**config.mk**
```make
export PLATFORM = sky130hd
export DESIGN_NAME = pipe_stage_skid
export DESIGN_NICKNAME = d
export VERILOG_FILES = /design/src/rtl/pipe_stage_skid.sv
export SDC_FILE = /design/constraint.sdc
export NUM_CORES = 1
export LEC_CHECK = 0
export CORE_AREA = 8 8 195 197
export DETAILED_ROUTE_END_ITERATION = 12
export DIE_AREA = 0 0 203 205
export DONT_BUFFER_PORTS = 1
export PLACE_DENSITY = 0.54
export SYNTH_ARGS = -nofsm -noshare
export SYNTH_HDL_FRONTEND = slang
export SYNTH_SLANG_ARGS = --single-unit
```
**constraint.sdc**
```tcl
create_clock -name clk -period 2.2 [get_ports clk]
set_clock_uncertainty 0.2 [all_clocks]
set_input_delay 0.44 -clock clk [delete_from_list [all_inputs] [get_ports clk]]
set_output_delay 0.44 -clock clk [all_outputs]
set_load 0.02 [all_outputs]
```
**src/rtl/pipe_stage_skid.sv**
```systemverilog
// Pipeline-stage register: 1-cycle latency, order-preserving, optional 2-entry skid buffer.
// Backpressure: SKID_EN=1 gives a registered in_ready_o; SKID_EN=0 gives a combinational ready.
module pipe_stage_skid #(
  parameter int                DATA_W      = 128,
  parameter logic [DATA_W-1:0] BUBBLE_DATA = DATA_W'(128'h0000_0013_0000_0000_0000_0000_0000_0000),
  parameter bit                SKID_EN     = 1'b1,
  parameter int                STALL_CNT_W = 16
) (
  input  logic                   clk,
  input  logic                   rst_n,
  input  logic                   flush_i,
  input  logic                   in_valid_i,
  output logic                   in_ready_o,
  input  logic [DATA_W-1:0]      in_data_i,
  output logic                   out_valid_o,
  input  logic                   out_ready_i,
  output logic [DATA_W-1:0]      out_data_o,
  output logic [STALL_CNT_W-1:0] stall_cnt_o
);

  typedef enum logic [1:0] {
    ST_EMPTY = 2'd0,
    ST_FULL  = 2'd1,
    ST_SKID  = 2'd2
  } state_t;

  state_t              r_state;
  state_t              w_state_nxt;
  logic                r_out_vld;
  logic [DATA_W-1:0]   r_main_dat;
  logic [DATA_W-1:0]   w_skid_dat;
  logic [STALL_CNT_W-1:0] r_stall_cnt;

  logic w_in_xfer;
  logic w_out_xfer;
  logic w_main_ld;
  logic w_main_from_skid;
  logic w_skid_ld;

  assign w_in_xfer   = in_valid_i & in_ready_o;
  assign w_out_xfer  = r_out_vld & out_ready_i;
  assign out_valid_o = r_out_vld;
  assign out_data_o  = r_main_dat;
  assign stall_cnt_o = r_stall_cnt;

  always_comb begin
    w_state_nxt      = r_state;
    w_main_ld        = 1'b0;
    w_main_from_skid = 1'b0;
    w_skid_ld        = 1'b0;
    case (r_state)
      ST_EMPTY: begin
        if (w_in_xfer) begin
          w_state_nxt = ST_FULL;
          w_main_ld   = 1'b1;
        end
      end
      ST_FULL: begin
        if (w_in_xfer && w_out_xfer) begin
          w_main_ld = 1'b1;
        end else if (w_out_xfer) begin
          w_state_nxt = ST_EMPTY;
        end else if (w_in_xfer && SKID_EN) begin
          w_state_nxt = ST_SKID;
          w_skid_ld   = 1'b1;
        end
      end
      ST_SKID: begin
        if (w_out_xfer) begin
          w_state_nxt      = ST_FULL;
          w_main_ld        = 1'b1;
          w_main_from_skid = 1'b1;
        end
      end
      default: w_state_nxt = ST_EMPTY;
    endcase
    // Flush kills every held entry and any same-cycle input.
    if (flush_i) begin
      w_state_nxt      = ST_EMPTY;
      w_main_ld        = 1'b0;
      w_main_from_skid = 1'b0;
      w_skid_ld        = 1'b0;
    end
  end

  always_ff @(posedge clk) begin
    if (!rst_n) begin
      r_state    <= ST_EMPTY;
      r_out_vld  <= 1'b0;
      r_main_dat <= BUBBLE_DATA;
    end else begin
      r_state   <= w_state_nxt;
      r_out_vld <= (w_state_nxt != ST_EMPTY);
      if (flush_i)
        r_main_dat <= BUBBLE_DATA;
      else if (w_main_ld)
        r_main_dat <= w_main_from_skid ? w_skid_dat : in_data_i;
    end
  end

  always_ff @(posedge clk) begin
    if (!rst_n)
      r_stall_cnt <= '0;
    else if (r_out_vld && !out_ready_i && (r_stall_cnt != '1))
      r_stall_cnt <= r_stall_cnt + STALL_CNT_W'(1);
  end

  generate
    if (SKID_EN) begin : g_skid
      logic [DATA_W-1:0] r_skid_dat;
      logic              r_in_rdy;

      // Ready comes from the next state, so it never depends combinationally on out_ready_i.
      always_ff @(posedge clk) begin
        if (!rst_n) begin
          r_skid_dat <= BUBBLE_DATA;
          r_in_rdy   <= 1'b1;
        end else begin
          r_in_rdy <= (w_state_nxt != ST_SKID);
          if (flush_i)
            r_skid_dat <= BUBBLE_DATA;
          else if (w_skid_ld)
            r_skid_dat <= in_data_i;
        end
      end

      assign w_skid_dat = r_skid_dat;
      assign in_ready_o = r_in_rdy;
    end else begin : g_noskid
      assign w_skid_dat = BUBBLE_DATA;
      assign in_ready_o = ~r_out_vld | out_ready_i;
    end
  endgenerate

endmodule
```
# Word level (Yosys, flattened, before mapping)
# Index checks and enable logic that the tools add are counted.
[totals]
ff_bits = 276
latch_bits = 0
mem_bits_rw = 0
rom_bits = 0
word_cells = 40
n_memories = 0
[op_classes]
n_addsub = 1
n_mul = 0
div = 0
magnitude_cmp = 0
n_eq_ne = 4
n_shift = 0
mux = 19
bitwise = 3
n_reduce_logical = 7
[ops]
columns = ["cell", "count"]
rows = [
  ["2-to-1 mux 128 bit", 1],
  ["adder 16 x 1 -> 16 bit, second input constant", 1],
  ["!= test 16 bit, second input constant", 1],
  ["2-to-1 mux 2 bit", 6],
  ["2-to-1 mux 1 bit", 10],
  ["one-hot mux 2 bit (3 select lines)", 1],
  ["logical AND 1 bit", 3],
  ["one-hot mux 1 bit (3 select lines)", 1],
  ["bitwise AND 1 bit", 2],
  ["== test 2 x 1 -> 1 bit, second input constant", 1],
  ["== test 2 bit, second input constant", 1],
  ["zero test 2 bit", 1],
  ["!= test 2 bit, second input constant", 1],
  ["nonzero test 2 bit", 1],
  ["OR reduction 2 bit", 1],
  ["zero test 1 bit", 1],
  ["NOT 1 bit", 1],
]

# Longest topological paths before layout
[logic_depth]
depth_word = 7
depth_mapped = 7
ltp_nobuf = 5

# Least setup slack after synthesis
# Ideal clock, no wire load.
[synth_path]
path_type = "register to register"
from = "reg r_stall_cnt[2], in the netlist stall_cnt_o[2]"
to = "reg r_stall_cnt[15], in the netlist stall_cnt_o[15]"
setup_time_ns = 0.070
arrival_ns = 1.950
t_required_ns = 1.930
slack_ns = -0.020
stages_incl_launch_ff = 6
synth_period_minus_slack_ns = 2.220
cell_sequence = "dfxtp_1 > nand4_4 > or4_1 > clkbuf_2 > or4_1 > a21oi_1"
[synth_between]
elab_chain_cells = 2
[synth_lines]
columns = ["element", "line_no", "source"]
rows = [
  ["start, declared", "32", "logic [STALL_CNT_W-1:0] r_stall_cnt;"],
  ["start signal, assigned", "105", "r_stall_cnt <= r_stall_cnt + STALL_CNT_W'(1);"],
  ["parallel branches: the longest is 2 deep, another holds adder 16 x 1 -> 16 bit", "--", ""],
]
# Several ways; the timed one is not identified.
# A chain may end at the register's enable or synchronous reset.

# Worst setup path after layout
[layout_path]
from = "reg r_state[1]"
to = "reg r_main_dat[50], in the netlist out_data_o[50]"
[layout_between]
elab_chain_cells = 4
[layout_lines]
columns = ["element", "line_no", "source"]
rows = [
  ["start, declared", "27", "state_t r_state;"],
  ["start signal, assigned", "92", "r_state <= w_state_nxt;"],
  ["== test 2 bit", "51", "case (r_state)"],
  ["2-to-1 mux 1 bit", "51", ""],
  ["2-to-1 mux 1 bit", "78", "if (flush_i) begin"],
  ["2-to-1 mux 128 bit", "97", "r_main_dat <= w_main_from_skid ? w_skid_dat : in_data_i;"],
  ["end signal, assigned", "97", ""],
  ["end, declared", "30", "logic [DATA_W-1:0] r_main_dat;"],
]
# Several ways; a longest one is shown, not always the timed one.

==> reports/metrics.cfg <==
[floorplanning]
initial_core_util_pct = 31.7
dieArea_um2 = 41600
core_area_um2 = 35000
pin_count = 279
die_x_um = 203
die_y_um = 205
core.rowCount = 69

[detailed_routing]
drt-total-wl_mm = 36.7
via_count = 9688
drt_pass1_iterations = 5
drc = 0
vias_per_cell = 5.21
drt_iter0_drc = 515
wl_per_cell_um = 19.7
antenna_left = 0

[sta]
max_freq_mhz = 457
fin_hold_ws_ns = 0.0579
fin_crit_ns = 2.19
slew_headroom_pct = 54.4
drv_slew = 0
period_share_pct = 99.5
worst_slew_pin_slew_ns = 0.683
finalSetupViolations = 0
fin_ws_ns = 0.0100
hold_viol_final = 0

[clock_tree]
cts_buffers = 34
clock_latency_ns = 0.50
clockBufferDepth = 3
clkSinkCount = 276
cts_tree = done
htree_num_levels = 2
path_clk_slew_ns = 0.06
cts_root_buffer = clkbuf_16

[synthesis]
synth-edff-count = 0
ys_ff_latch = 276
synth_async_sr_flop_share_pct = 0
yosysTopAreaCellShare_pct = 49.9
synth_seq_area_share_pct = 49.9
synthTopCellsByArea = dfxtp_1, a21oi_1, mux2i_1
synthesis.nets = 1401
netlist_instances = 1267
synth_top_area_cell = dfxtp_1
ys_warn_count = 0
yosys_most_used_dff = dfxtp_1
syn_avg_cell_area_um2 = 8.74
synth.distinct_cells = 34
synth_most_common_cell = dfxtp_1
synth_common_cells = dfxtp_1, nand2_1, a21oi_1
syn-cell-area_um2 = 11100

[pwr]
leakagePower_uw = 0.00621
power_density_nw_per_um2 = 808
peakVddDrop_mv = 0.634
power_uw = 11500

[cells_and_area]
nFillCells = 3402
fin_nets = 1508
drive_gt1_share_pct = 8.52
area_delta_synth_final_pct = 29.1

[global_route]
antenna_found_initial = 3
met3_usage_pct = 5.63
grt.busiest_layer = met2
use_met2_pct = 25.9
grt_overflow = 0
grt_start_max_net_pins = 80
grt_first_pass_wirelength_mm = 56.4
grt_pass1_vias = 9487
grt.total_usage_pct = 16.6
use_met1_pct = 21.4

[placement]
place_ws_ns = 0.0876
port-buffer-count = 0
place_congestion = 0.809
dp_hpwl_mm = 22.5

[worst_setup_path]
cp_max_fo = 73
required_ns = 2.39
r2r_end = out_data_o[50]
worst-r2r-cell-count = 5
path_buf_inv = 1
cp.arrival_ns = 2.38
worstSetupPathType = register to register
critPathSlowestCell = dfxtp_1
cp-end-kind = register
critPathMaxStageDelay_ns = 0.44
reg2reg_slack_ns = 0.01
reg2reg_from = r_state[1]
cp_cell_sequence = nand3_1 > or3_4 > buf_12 > mux2i_1 > a21oi_1
startpoint_type = register
crit_family = simple AND/OR/NAND/NOR gates

[hold_path]
min_path_type = primary input to register
whs_path_depth = 3
hold_end = r_state[0]
hold_path_startpoint = in_valid_i

[run_status]
run_status = complete, no violations

[run]
drv_cap = 0

[logic make-up after synthesis]
kind of cell,synth area share (%)
AOI/OAI and AO/OA,21.7
and+or+nand+nor,12.3
DFF,49.9
muxes,11.7
buffers and inverters,4.30
adders and majority gates,0.113
[routing by layer]
| layer | up-vias | wire length, um | share of wire (%) |
|---|---|---|---|
| met5 | - | 19 | 0.052 |
| met4 | 2 | 814 | 2.2 |
| met1 | 4612 | 16000 | 44 |
| met3 | 57 | 3000 | 8.2 |
| li1 | 4710 | - | - |
| met2 | 307 | 16800 | 46 |
[worst reg2reg max path, delay by kind of cell (launching register included)]
kind,cells,cell delay (ns)
compound gates,1,0.09
buf+inv,1,0.21
flops,1,0.44
mux,1,0.50
simple gates,2,0.64
[layout by cell type, fill, tap and decap left out, types with 12 or more instances in the layout]
| master | count |
|---|---|
| dfxtp_1 | 274 |
| buf_4 | 43 |
| clkbuf_16 | 36 |
| a21oi_1 | 262 |
| buf_12 | 15 |
| o31ai_1 | 129 |
| nand2_1 | 272 |
| clkbuf_1 | 12 |
| dlygate4sd3_1 | 130 |
| mux2i_1 | 129 |
[state kept, by name, indices dropped and copies added (netlist names)]
signal	count
in_ready_o	1
stall_cnt_o	16
r_state	2
out_valid_o	1
out_data_o	128
g_skid.r_skid_dat	128
[stage by stage]
| stage | instance area [um^2] | utilization [%] | TNS [ns] | std cells |
|---|---|---|---|---|
| finish | 14300 | 40.9 | 0 | 1860 |
| global route | 14300 | 40.9 | -0.0367 | 1859 |
| CTS | 14200 | 40.6 | 0 | 1852 |
| detailed placement | 11900 | 33.9 | 0 | 1664 |
| global placement | 11900 | 33.9 | 0 | 1664 |
| floorplan | 11100 | - | 0 | 1267 |
[area by class of cell]
class | count | area (um^2) | area share [%]
Clock inverter | 7 | 68.8 | 0.482
Antenna cell | 3 | 7.51 | 0.0525
Sequential cell | 276 | 5530 | 38.7
Clock buffer | 51 | 976 | 6.83
Inverter | 6 | 22.5 | 0.158
Timing Repair Buffer | 190 | 1980 | 13.8
Multi-Input combinational cell | 866 | 5130 | 35.9
Tap cell | 461 | 577 | 4.04
[power by group]
part	switching, uW	internal, uW
clock	2140	3180
combinational	507	381
sequential	211	5120
[how the worst max path moves through the flow]
| stage | slack (ns) | from | cells past startpoint | endpoint |
|---|---|---|---|---|
| 4_1_cts | 0.06 | r_state[1] | 5 | out_data_o[15] |
| 2_1_floorplan | 0.009 | stall_cnt_o[4] | 5 | stall_cnt_o[15] |
| 3_3_place_gp | 0.12 | r_state[1] | 5 | out_data_o[96] |
| 6_report | 0.01 | r_state[1] | 5 | out_data_o[50] |
| 3_5_place_dp | 0.09 | r_state[1] | 5 | out_data_o[38] |
| 5_1_grt | -0.01 | r_state[1] | 6 | out_data_o[68] |
[what timing repair did]
item | CTS | global route
buffers inserted | 0 | 4
endpoints found under the hold margin | 261 | 0
hold buffers | 130 | 0
setup endpoints to repair | 0 | 119
gates resized for setup | 0 | 3
Note: power is estimated with default switching activity, not from simulation.
